==> src/rtl/code_lock_prog.sv <==
// Reprogrammable keypad code lock.
// Collects CODE_LEN digit strobes and compares them with a code register that
// can be rewritten while the lock is open. Consecutive mismatches lead to a
// timed lockout. A partial entry is dropped after ENTRY_TMO idle cycles, and
// the lock can optionally relock itself after AUTO_CLOSE open cycles.
module code_lock_prog #(
  parameter int DIGIT_W     = 4,
  parameter int CODE_LEN    = 4,
  parameter logic [DIGIT_W*CODE_LEN-1:0] DEFAULT_CODE = 16'h2327,
  parameter int MAX_FAIL    = 3,
  parameter int LOCKOUT_CYC = 1000,
  parameter int ENTRY_TMO   = 500,
  parameter int AUTO_CLOSE  = 0
) (
  input  logic                          i_clk,
  input  logic                          i_rst,
  input  logic [DIGIT_W-1:0]            i_digit,
  input  logic                          i_digit_vld,
  input  logic                          i_close,
  input  logic                          i_prog,
  output logic                          o_open,
  output logic                          o_prog,
  output logic                          o_lockout,
  output logic [$clog2(MAX_FAIL+1)-1:0] o_fail_cnt
);

  localparam int CODE_W = DIGIT_W * CODE_LEN;
  localparam int CNT_W  = $clog2(CODE_LEN + 1);
  localparam int FAIL_W = $clog2(MAX_FAIL + 1);
  localparam int LOCK_W = $clog2(LOCKOUT_CYC + 1);
  // Timers that can be disabled by a zero parameter still get one bit.
  localparam int IDLE_W = (ENTRY_TMO > 0) ? $clog2(ENTRY_TMO + 1) : 1;
  localparam int AUTO_W = (AUTO_CLOSE > 0) ? $clog2(AUTO_CLOSE + 1) : 1;

  localparam logic [CNT_W-1:0]  CNT_LAST  = CNT_W'(CODE_LEN - 1);
  localparam logic [FAIL_W-1:0] FAIL_MAX  = FAIL_W'(MAX_FAIL);
  localparam logic [LOCK_W-1:0] LOCK_LAST = LOCK_W'(LOCKOUT_CYC - 1);
  localparam logic [IDLE_W-1:0] IDLE_LAST = IDLE_W'((ENTRY_TMO > 0) ? ENTRY_TMO - 1 : 0);
  localparam logic [AUTO_W-1:0] AUTO_LAST = AUTO_W'((AUTO_CLOSE > 0) ? AUTO_CLOSE - 1 : 0);

  localparam logic [1:0] S_ENTRY = 2'd0;
  localparam logic [1:0] S_OPEN  = 2'd1;
  localparam logic [1:0] S_PROG  = 2'd2;
  localparam logic [1:0] S_LOCK  = 2'd3;

  logic [1:0]        state_reg, state_next;
  logic [CODE_W-1:0] code_reg, code_next;
  logic [CODE_W-1:0] buf_reg, buf_next;
  logic [CNT_W-1:0]  cnt_reg, cnt_next;
  logic [FAIL_W-1:0] fail_reg, fail_next;
  logic [IDLE_W-1:0] idle_reg, idle_next;
  logic [LOCK_W-1:0] lock_reg, lock_next;
  logic [AUTO_W-1:0] auto_reg, auto_next;
  logic              open_reg, prog_reg, lockout_reg;

  logic [CODE_W-1:0] shifted;
  logic [FAIL_W-1:0] fail_inc;
  logic              last_digit;

  // The buffer is cleared after every attempt, so shifting the full width
  // leaves exactly the digits of the current attempt in it.
  assign shifted    = (buf_reg << DIGIT_W) | CODE_W'(i_digit);
  assign last_digit = (cnt_reg == CNT_LAST);
  assign fail_inc   = (fail_reg == FAIL_MAX) ? fail_reg : fail_reg + 1'b1;

  // Next-state and datapath decisions for all four states.
  always_comb begin
    state_next = state_reg;
    code_next  = code_reg;
    buf_next   = buf_reg;
    cnt_next   = cnt_reg;
    fail_next  = fail_reg;
    idle_next  = idle_reg;
    lock_next  = lock_reg;
    auto_next  = auto_reg;
    case (state_reg)
      S_ENTRY: begin
        if (i_digit_vld) begin
          idle_next = '0;
          if (last_digit) begin
            buf_next = '0;
            cnt_next = '0;
            if (shifted == code_reg) begin
              state_next = S_OPEN;
              fail_next  = '0;
              auto_next  = '0;
            end else begin
              fail_next = fail_inc;
              if (fail_inc == FAIL_MAX) begin
                state_next = S_LOCK;
                lock_next  = '0;
              end
            end
          end else begin
            buf_next = shifted;
            cnt_next = cnt_reg + 1'b1;
          end
        end else if (ENTRY_TMO != 0 && cnt_reg != '0) begin
          // Abandoned partial entry: drop it without counting a failure.
          if (idle_reg == IDLE_LAST) begin
            buf_next  = '0;
            cnt_next  = '0;
            idle_next = '0;
          end else begin
            idle_next = idle_reg + 1'b1;
          end
        end
      end
      S_OPEN: begin
        if (i_close) begin
          state_next = S_ENTRY;
          auto_next  = '0;
        end else if (i_prog) begin
          state_next = S_PROG;
          auto_next  = '0;
          buf_next   = '0;
          cnt_next   = '0;
        end else if (AUTO_CLOSE != 0) begin
          if (auto_reg == AUTO_LAST) begin
            state_next = S_ENTRY;
            auto_next  = '0;
          end else begin
            auto_next = auto_reg + 1'b1;
          end
        end
      end
      S_PROG: begin
        // A close request wins even over a completing digit: nothing is committed.
        if (i_close) begin
          state_next = S_ENTRY;
          buf_next   = '0;
          cnt_next   = '0;
        end else if (i_digit_vld) begin
          if (last_digit) begin
            code_next  = shifted;
            state_next = S_OPEN;
            auto_next  = '0;
            buf_next   = '0;
            cnt_next   = '0;
          end else begin
            buf_next = shifted;
            cnt_next = cnt_reg + 1'b1;
          end
        end
      end
      default: begin
        if (lock_reg == LOCK_LAST) begin
          state_next = S_ENTRY;
          fail_next  = '0;
          lock_next  = '0;
        end else begin
          lock_next = lock_reg + 1'b1;
        end
      end
    endcase
  end

  // State, code, counters and output flags update on the clock edge.
  always_ff @(posedge i_clk) begin
    if (i_rst) begin
      state_reg   <= S_ENTRY;
      code_reg    <= DEFAULT_CODE;
      buf_reg     <= '0;
      cnt_reg     <= '0;
      fail_reg    <= '0;
      idle_reg    <= '0;
      lock_reg    <= '0;
      auto_reg    <= '0;
      open_reg    <= 1'b0;
      prog_reg    <= 1'b0;
      lockout_reg <= 1'b0;
    end else begin
      state_reg   <= state_next;
      code_reg    <= code_next;
      buf_reg     <= buf_next;
      cnt_reg     <= cnt_next;
      fail_reg    <= fail_next;
      idle_reg    <= idle_next;
      lock_reg    <= lock_next;
      auto_reg    <= auto_next;
      open_reg    <= (state_next == S_OPEN) || (state_next == S_PROG);
      prog_reg    <= (state_next == S_PROG);
      lockout_reg <= (state_next == S_LOCK);
    end
  end

  assign o_open     = open_reg;
  assign o_prog     = prog_reg;
  assign o_lockout  = lockout_reg;
  assign o_fail_cnt = fail_reg;

endmodule

==> config.mk <==
export PLATFORM = sky130hd
export DESIGN_NAME = code_lock_prog
export DESIGN_NICKNAME = d
export VERILOG_FILES = /design/src/rtl/code_lock_prog.sv
export SDC_FILE = /design/constraint.sdc
export NUM_CORES = 1
export LEC_CHECK = 0
export BUFFER_PORTS_ARGS = -buffer_cell sky130_fd_sc_hd__buf_2
export CAP_MARGIN = 20
export CELL_PAD_IN_SITES_DETAIL_PLACEMENT = 0
export CELL_PAD_IN_SITES_GLOBAL_PLACEMENT = 1
export CORE_MARGIN = 4
export CORE_UTILIZATION = 35
export CTS_BUF_LIST = sky130_fd_sc_hd__clkbuf_8
export DETAILED_ROUTE_END_ITERATION = 10
export PLACE_DENSITY_LB_ADDON = 0.1
export SYNTH_ARGS = -nofsm -noshare
export SYNTH_HDL_FRONTEND = slang
export SYNTH_SLANG_ARGS = --single-unit
==> constraint.sdc <==
create_clock -name i_clk -period 1.9 [get_ports i_clk]
set_input_delay 0.38 -clock i_clk [delete_from_list [all_inputs] [get_ports i_clk]]
set_output_delay 0.38 -clock i_clk [all_outputs]
set_load 0.005 [all_outputs]
==> results of run 1 <==
-- cell type report --
class / instances / share of cell area (%)
Clock buffer: 9 / 2.921
Multi-Input combinational cell: 264 / 49.07
Timing Repair Buffer: 81 / 14.75
Sequential cell: 57 / 27.85
Clock inverter: 7 / 1.682
Inverter: 8 / 0.7082
Tap cell: 102 / 3.010
-- kinds of logic (layout without fill, tap and decap cells) --
group / Yosys count / count (layout)
mux: 2 / 2
compound gates: 70 / 70
flops: 57 / 57
fa+ha+maj: 10 / 10
buf+inv: 27 / 105
simple gates: 159 / 160
xor+xnor: 22 / 22
-- critical path: cells and delay by family (launching register included) --
family / cells / cell delay [ns]
buf+inv: 1 / 0.08
compound gates: 2 / 0.61
xor+xnor: 1 / 0.21
flops: 1 / 0.36
simple gates: 3 / 0.40
fa+ha+maj: 1 / 0.18
-- placed cells by master, fill, tap and decap left out, drive strengths merged, types with 3 or more instances in the layout --
cell type / instances
nand2: 59
nand3b: 9
o21ai: 5
nor3: 6
nand2b: 4
buf: 80
clkinvlp: 3
clkinv: 3
xor2: 20
nor2b: 7
or4: 4
nor2: 20
o31ai: 4
dfxtp: 57
nand4: 5
o21a: 3
or3: 4
nand3: 20
nor4: 6
and3: 5
clkbuf: 10
inv: 8
ha: 10
a21oi: 44
a31oi: 5
-- timing repair --
action / CTS / global route
endpoints found under the hold margin: 0 / 0
setup endpoints to repair: 28 / 34
cloned: 1 / 2
setup buffers: 5 / 6
resized for setup: 43 / 83
pin swaps: 21 / 51
-- per-layer routing --
metal / vias to the layer above / share of wire (%) / GRT usage [%] / routed length [um]
met5: - / 0 / 0 / 0
met1: 1288 / 50 / 22.60 / 3893
li1: 1359 / - / - / -
met4: 0 / 1.1 / 3.466 / 87
met2: 30 / 45 / 23.66 / 3524
met3: 9 / 3.8 / 4.857 / 294
-- power by group through the flow --
stage	sequential, mW	combinational, mW	clock (mW)
2_1_floorplan	1.24	0.0794	0
3_3_place_gp	1.24	0.146	0
3_5_place_dp	1.24	0.147	0
4_1_cts	1.21	0.153	1.18
5_1_grt	1.21	0.204	1.22
6_report	1.21	0.187	1.14
-- through the flow --
step	hold slack, ns	power [mW]	std cells
2_1_floorplan	0.4474	1.318	347
3_3_place_gp	0.4554	1.384	502
3_5_place_dp	0.4583	1.383	502
4_1_cts	0.3406	2.539	521
5_1_grt	0.3416	2.636	528
6_report	0.3503	2.540	528
-- path summary, 6_finish.rpt --
kind | startpoint | end | slack, ns | cells after the start
worst max-delay path | buf_reg[5] | o_lockout | -0.07 | 8
worst min-delay path | i_rst | idle_reg[1] | 0.35 | 2
worst max register to register | buf_reg[5] | o_lockout | -0.07 | 8
worst min register to register | code_reg[11] | code_reg[11] | 0.46 | 2
==> results.ini, run 1 <==
[synth]
synth_cell_types=46
synth_mux_area_share_pct=0.7008
synth_area_um2=2856
synth_cells=347
synth_top_family_by_area=simple AND/OR/NAND/NOR gates
synthArstFlopShare_pct=0
synthXorXnorAreaFrac_pct=6.746
synth_simple_gate_area_share_pct=29.52
synth_ff_type=dfxtp_1
synthAdderAreaFrac_pct=4.380
avgSynthCellArea_um2=8.232
synthTopCellsByArea=dfxtp_1 (40%), nand2_1 (7.6%), a21oi_1 (7.4%), xor2_1 (6.1%), ha_1 (4.4%)
synthTopCellsByCount=nand2_1 (58), dfxtp_1 (57), a21oi_1 (42)
yosysMostFrequentCell=nand2_1
ys_ff_latch=57
ys_warn_count=0
synth_top_area_share_pct=39.95
yosysSeqAreaShare_pct=39.95
synth_area_leader_cell=dfxtp_1
synth-edff-count=0
synth_compound_area_share_pct=14.37
syn_nets=366

[floorplan]
die_area_um2=9671
rows=32
die_w_um=98.34
core_um2=7848
initial_core_util_pct=36.40
die_h_um=98.34
io_pins=14

[timing]
tightestPinTransition_ns=0.6488
hold_viol=0
finClkSkew_ns=0.01057
fin_tns_setup_ns=-0.3307
fin_crit_sh_pct=103.5
rsz0062_at_grt=yes
slew_headroom_pct=56.36
drv_slew=0
period_minus_slack_ns=1.966
fmax_mhz=508.5
setup_slack_ns=-0.06640
setup_violations=15

[clock_tree]
cts_hold_buf=0
clock_path_buffers=2
cts.reportedPaths.clkPinSlew_ns=0.07
cts_tree=done
clock_latency_ns=0.34
root_buffer=clkbuf_8
cts_sinks=57
htreeDepth=3
cts_made_buffers=9

[pwr]
clkPwrFrac_pct=45.0
combinationalPowerShare_pct=7.4
ir_worst_vdd_uv=343.1
p_switching_mw=0.6534
power.leakage_nw=1.595
swShare_pct=25.73
power.density_nw_per_um2=599.0
internal_power_mw=1.886
p_seq_share_pct=47.6

[global_route]
grt_pass1_wl_um=12400
grt_pass1_vias=2564
gr-total-overflow=0
antenna_found_initial=0
grt_usage_pct=15.87
grt_max_degree=17

[worst_setup_path]
critPathMaxStageDelay_ns=0.36
cp_slowest_cell=dfxtp_2
criticalPathCategory=reg -> reg
path_cells=xor2_2 -> nor4_4 -> and4_4 -> o32a_1 -> o31ai_4 -> inv_1 -> ha_2 -> nor2b_4
crit_fanout=3
worstPathArrival_ns=2.20
worstSetupStartpointType=register
required_ns=2.13
end_kind=register

[cells_and_area]
drive_gt1_share_pct=48.59
multiInputGateArea_um2=2081
seq_area_um2=1181
syn_to_final_growth_pct=48.45
final_area_um2=4240
antennaDiodeCount=0
post-route-util_pct=54.03
nets=440
largest_reg_flops=16
fill_cells=769

[placement]
pre_cts_slack_ns=-0.3128
placed_area_um2=3432
dp_hpwl_um=4983
place.gp.congestion=0.8040
portBuffers=13

[job]
maxCapViolations=0

[drt]
viasPerCell=5.087
drcViolationCount=0
dr.pass1.iters=4
wl_per_cell_um=14.77
ant_nets=0
drt_iter0_drc=63
num_vias=2686
finalWirelength_um=7799

[worst_hold_path]
hp-class=in -> reg

[run_status]
status=finished with violations
violations=negative setup slack

No activity file was read; power rests on OpenSTA's default activity.
==> run 2: changes to the inputs <==
--- a/config.mk
+++ b/config.mk
@@ -14,6 +14,7 @@
 export CTS_BUF_LIST = sky130_fd_sc_hd__clkbuf_8
 export DETAILED_ROUTE_END_ITERATION = 10
 export PLACE_DENSITY_LB_ADDON = 0.1
+export SKIP_CTS_REPAIR_TIMING = 1
 export SYNTH_ARGS = -nofsm -noshare
 export SYNTH_HDL_FRONTEND = slang
 export SYNTH_SLANG_ARGS = --single-unit
==> constraint.sdc (replaced) <==
create_clock -name i_clk -period 2.4 [get_ports i_clk]
set_input_delay 0.48 -clock i_clk [delete_from_list [all_inputs] [get_ports i_clk]]
set_output_delay 0.48 -clock i_clk [all_outputs]
set_load 0.005 [all_outputs]
==> run 2 against run 1 <==
  * The flow now finishes without violations
  * Sequential power decreased by 21%
  * Fmax decreased by 10%
  * Clock skew decreased by 0.0028 ns
  * Setup slack improved by 0.28 ns
  * Die area unchanged
  * Final area decreased by 24%
  * Critical path type unchanged
  * Highest routed layer unchanged
==> results.ini, run 2 (synthesized netlist as in run 1, its figures left out) <==
[cells_and_area]
final_cells=470  ; was 528
antennaDiodeCount=0  ; unchanged
nets=382  ; was 440
syn_to_final_growth_pct=12.40  ; was 48.45%
final_common_cell=nand2_1  ; was buf_4
fill_cells=841  ; was 769
layout_common_cells=nand2_1 (58), dfxtp_1 (57), a21oi_1 (42)  ; was buf_4 (63), nand2_1 (53), dfxtp_1 (31)
post-route-util_pct=40.91  ; was 54.03%
drive_gt1_share_pct=13.32  ; was 48.59%
largest_reg_flops=16  ; unchanged

[clock_tree]
cts_tree=done  ; unchanged
htreeDepth=3  ; unchanged
clock_path_buffers=2  ; unchanged
cts_made_buffers=9  ; unchanged
clock_latency_ns=0.34  ; about the same
cts.reportedPaths.clkPinSlew_ns=0.07  ; about the same
root_buffer=clkbuf_8  ; unchanged
cts_sinks=57  ; unchanged

[drt]
num_vias=2400  ; was 2686
finalWirelength_um=6423  ; was 7799 um
drt_iter0_drc=109  ; was 63
ant_nets=0  ; unchanged
drcViolationCount=0  ; unchanged
wl_per_cell_um=13.67  ; was 14.77 um
viasPerCell=5.106  ; was 5.087
dr.pass1.iters=4  ; unchanged

[placement]
portBuffers=13  ; unchanged
dpl.cell_count=454  ; was 502
place.gp.congestion=0.7363  ; was 0.8040
dp_hpwl_um=4436  ; was 4983 um

[timing]
rsz0062_at_grt=no  ; was yes
fin_crit_sh_pct=91.28  ; was 103.5%
slew_headroom_pct=67.89  ; was 56.36%
hold_viol=0  ; unchanged
tightestPinTransition_ns=0.4773  ; was 0.6488 ns
setup_violations=0  ; was 15
fmax_mhz=456.4  ; was 508.5 MHz
drv_slew=0  ; unchanged
fin_tns_setup_ns=0  ; was -0.3307 ns
finClkSkew_ns=0.007752  ; was 0.01057 ns
period_minus_slack_ns=2.191  ; was 1.966 ns

[job]
maxCapViolations=0  ; unchanged

[floorplan]
rows=32  ; unchanged
die_w_um=98.34  ; unchanged
io_pins=14  ; unchanged
core_um2=7848  ; unchanged
die_area_um2=9671  ; unchanged
initial_core_util_pct=36.40  ; unchanged
die_h_um=98.34  ; unchanged

[global_route]
gr-total-overflow=0  ; unchanged
grt_pass1_vias=2233  ; was 2564
grt_usage_pct=14.03  ; was 15.87%
antenna_found_initial=0  ; unchanged
grt_max_degree=40  ; was 17
grt_pass1_wl_um=10940  ; was 12400 um

[worst_setup_path]
end_kind=register  ; unchanged
worstPathArrival_ns=2.41  ; was 2.20 ns
criticalPathCategory=reg -> reg  ; unchanged
regToRegSetupSlack_ns=0.21  ; was -0.07 ns
required_ns=2.62  ; was 2.13 ns
crit_fanout=4  ; was 3
worstSetupStartpointType=register  ; unchanged

[pwr]
internal_power_mw=1.379  ; was 1.886 mW
power.density_nw_per_um2=569.7  ; was 599.0 nW/um2
p_seq_share_pct=52.5  ; was 47.6%
p_switching_mw=0.4506  ; was 0.6534 mW
ir_worst_vdd_uv=304.2  ; was 343.1 uV
combinationalPowerShare_pct=4.6  ; was 7.4%
power.leakage_nw=1.241  ; was 1.595 nW
clkPwrFrac_pct=42.9  ; was 45.0%
swShare_pct=24.63  ; was 25.73%

[run_status]
status=complete, no violations  ; was finished with violations

[worst_hold_path]
hp-class=in -> reg  ; unchanged

## run 2: changes by cell type in the layout (fill, tap and decap cells not counted), sizes merged
cell	previous run	this run
clkinvlp	3	1
buf	80	24
or4	4	3
clkinv	3	4
bufinv	1	0
inv	8	9
## run 2: power groups by stage
stage / Sequential, mW / Combinational, mW / Clock, mW
final: 0.961 / 0.0846 / 0.784
after global routing: 0.961 / 0.0953 / 0.861
after detailed placement: 0.982 / 0.0848 / 0
after global placement: 0.982 / 0.0864 / 0
after floorplan: 0.980 / 0.0629 / 0
after CTS: 0.960 / 0.0861 / 0.821
## run 2: through the flow
step | setup slack [ns] | hold WS (ns) | cell area (um2) | power, mW
2_1_floorplan | 0.2922 | 0.4474 | 2856 | 1.043
6_report | 0.2092 | 0.3947 | 3211 | 1.829
3_5_place_dp | 0.07818 | 0.4597 | 3038 | 1.067
4_1_cts | 0.2045 | 0.3795 | 3211 | 1.868
5_1_grt | 0.05623 | 0.3915 | 3211 | 1.917
3_3_place_gp | 0.1402 | 0.4533 | 3038 | 1.068
## run 2: worst paths after layout
| check | startpoint | endpoint | cells after the start |
|---|---|---|---|
| setup reg to reg | buf_reg[7] | o_lockout | 8 |
| setup / recovery | buf_reg[7] | o_lockout | 8 |
| hold reg to reg | code_reg[11] | code_reg[11] | 2 |
| hold / removal | i_digit[0] | code_reg[0] | 3 |
## run 2: critical path, stage by stage (launching register included)
cell and delay [ns]:
dfxtp_1 0.40, xor2_1 0.23, nor4_1 0.12, and4_1 0.23, o32a_1 0.29, o31ai_1 0.40
inv_1 0.09, ha_1 0.20, nor2b_1 0.12
## run 2: layer usage
metal / part of all wire [%] / vias up / global-route usage (%)
met2: 42 / 37 / 19.86
met4: 1.8 / 0 / 5.357
li1: - / 1250 / -
met3: 4.0 / 12 / 3.786
met5: 0 / - / 0
met1: 52 / 1101 / 20.20
## run 2: layout make-up
class	count	area, um2	share of cell area, %
clock inverters	6	35.03	1.091
clock buffers	10	137.6	4.287
inverters	8	30.03	0.9353
flip-flops and latches	57	1141	35.54
repair buffers	24	147.6	4.599
well taps	102	127.6	3.975
multi-input cells	263	1592	49.57
==> run 3: changes to the inputs <==
--- a/config.mk
+++ b/config.mk
@@ -14,6 +14,7 @@
 export CTS_BUF_LIST = sky130_fd_sc_hd__clkbuf_8
 export DETAILED_ROUTE_END_ITERATION = 10
 export PLACE_DENSITY_LB_ADDON = 0.1
+export RECOVER_POWER = 25
 export SKIP_CTS_REPAIR_TIMING = 1
 export SYNTH_ARGS = -nofsm -noshare
 export SYNTH_HDL_FRONTEND = slang
==> run 3 against run 2 <==
  * Clock-buffer cell count did not move
  * Setup slack is essentially flat
  * Sequential share of layout area up 0.097 points
  * Final area is 0.27% lower
  * Register-to-register slack hardly changed
  * Sequential cell count unchanged
  * Via count about the same
  * Cell count unchanged
  * Clock power barely moved
  * Total power about the same
  * Highest routed layer unchanged
==> results.ini, run 3 (synthesized netlist as in run 1, its figures left out) <==
[floorplan]
die_area_um2=9671  ; unchanged
initial_core_util_pct=36.40  ; unchanged
rows=32  ; unchanged
die_w_um=98.34  ; unchanged
io_pins=14  ; unchanged
die_h_um=98.34  ; unchanged
core_um2=7848  ; unchanged

[timing]
finClkSkew_ns=0.007736  ; was 0.007752 ns
drv_slew=0  ; unchanged
slew_headroom_pct=46.29  ; was 67.89%
tightestPinTransition_ns=0.8056  ; was 0.4773 ns
fin_crit_sh_pct=91.28  ; about the same
period_minus_slack_ns=2.191  ; about the same
fmax_mhz=456.5  ; was 456.4 MHz
hold_viol=0  ; unchanged
rsz0062_at_grt=no  ; unchanged
fin_tns_setup_ns=0  ; unchanged
setup_violations=0  ; unchanged

[pwr]
total_power_mw=1.828  ; was 1.829 mW
power.leakage_nw=1.218  ; was 1.241 nW
power.density_nw_per_um2=571.0  ; was 569.7 nW/um2
ir_worst_vdd_uv=304.5  ; was 304.2 uV

[global_route]
grt_pass1_vias=2233  ; unchanged
grt_max_degree=40  ; unchanged
gr-total-overflow=0  ; unchanged
antenna_found_initial=0  ; unchanged
grt_pass1_wl_um=10940  ; unchanged
grt_usage_pct=14.03  ; unchanged

[clock_tree]
clock_latency_ns=0.34  ; about the same
root_buffer=clkbuf_8  ; unchanged
cts_made_buffers=9  ; unchanged
clock_path_buffers=2  ; unchanged
cts_sinks=57  ; unchanged
cts_tree=done  ; unchanged
cts.reportedPaths.clkPinSlew_ns=0.07  ; about the same
htreeDepth=3  ; unchanged

[worst_setup_path]
worstPathArrival_ns=2.41  ; about the same
worstSetupStartpointType=register  ; unchanged
reg2reg_from=buf_reg[7]  ; unchanged
rr_endpoint=o_lockout  ; unchanged
end_kind=register  ; unchanged
criticalPathCategory=reg -> reg  ; unchanged
required_ns=2.62  ; about the same
crit_fanout=4  ; unchanged
regToRegSetupSlack_ns=0.21  ; about the same
r2r_cells=8  ; unchanged

[drt]
finalWirelength_um=6448  ; was 6423 um
num_vias=2401  ; was 2400
viasPerCell=5.109  ; was 5.106
dr.pass1.iters=5  ; was 4
drt_iter0_drc=111  ; was 109
wl_per_cell_um=13.72  ; was 13.67 um
drcViolationCount=0  ; unchanged
ant_nets=0  ; unchanged

[cells_and_area]
syn_to_final_growth_pct=12.09  ; was 12.40%
fill_cells=843  ; was 841
layout_common_cells=nand2_1 (58), dfxtp_1 (57), a21oi_1 (42)  ; unchanged
drive_gt1_share_pct=11.96  ; was 13.32%
antennaDiodeCount=0  ; unchanged
nets=382  ; unchanged
final_common_cell=nand2_1  ; unchanged
largest_reg_flops=16  ; unchanged

[run_status]
status=complete, no violations  ; unchanged

[placement]
dp_hpwl_um=4436  ; unchanged
place.gp.congestion=0.7363  ; unchanged
portBuffers=13  ; unchanged

[worst_hold_path]
hold_end=code_reg[2]  ; was code_reg[0]
worst_hold_path.num_cells=3  ; unchanged
hp-class=in -> reg  ; unchanged
hp-start=i_digit[2]  ; was i_digit[0]

[job]
maxCapViolations=0  ; unchanged

==> run 3: cell count changes in the layout (fill, tap and decap cells not counted) <==
cell | previous run | this run
buf_4 | 11 | 10
and2_0 | 0 | 1
buf_2 | 13 | 9
and2_1 | 2 | 1
clkbuf_1 | 0 | 5
==> run 3: how the worst max path moves through the flow <==
stage,start,endpoint,slack [ns],cells past startpoint
floorplan,i_digit[1],o_lockout,0.29,9
global placement,i_digit[3],o_lockout,0.14,9
detailed placement,i_digit[3],o_lockout,0.08,9
CTS,buf_reg[7],o_lockout,0.20,8
global route,state_reg[0],code_reg[4],0.04,7
finish,buf_reg[7],o_lockout,0.21,8
==> run 3: worst max-delay path: stages, from the launching register on <==
cell	delay, ns
dfxtp_1	0.40
xor2_1	0.23
nor4_1	0.12
and4_1	0.23
o32a_1	0.29
o31ai_1	0.40
inv_1	0.09
ha_1	0.20
nor2b_1	0.12
==> run 3: per-stage QoR <==
stage / util [%] / setup slack (ns) / area (um2) / hold slack, ns / std cells
after floorplan: - / 0.2922 / 2856 / 0.4474 / 347
after global placement: 38.71 / 0.1402 / 3038 / 0.4533 / 454
after detailed placement: 38.71 / 0.07818 / 3038 / 0.4597 / 454
after CTS: 40.91 / 0.2045 / 3211 / 0.3795 / 470
after global routing: 40.80 / 0.04161 / 3202 / 0.3915 / 470
final: 40.80 / 0.2092 / 3202 / 0.3960 / 470
==> run 3: cell type report <==
type / count / area, um2 / share of cell area [%]
multi-input combinational: 263 / 1592 / 49.71
clock buffer: 10 / 137.6 / 4.299
timing repair buffer: 24 / 138.9 / 4.338
clock inverter: 6 / 35.03 / 1.094
inverter: 8 / 30.03 / 0.9379
sequential: 57 / 1141 / 35.64
tap: 102 / 127.6 / 3.986
==> run 3: report_power, final <==
part | internal (mW) | switching [mW] | total, mW | leakage [nW]
clock | 0.394 | 0.389 | 0.783 | 0.0932
combinational | 0.0309 | 0.0535 | 0.0845 | 0.664
sequential | 0.953 | 0.00728 | 0.961 | 0.460
==> run 3: routing by layer <==
layer	vias to the layer above	wire length [um]	track usage, %
met5	-	0	0
met1	1102	3428	20.20
li1	1251	-	-
met2	36	2663	19.86
met4	0	114	5.357
met3	12	241	3.786
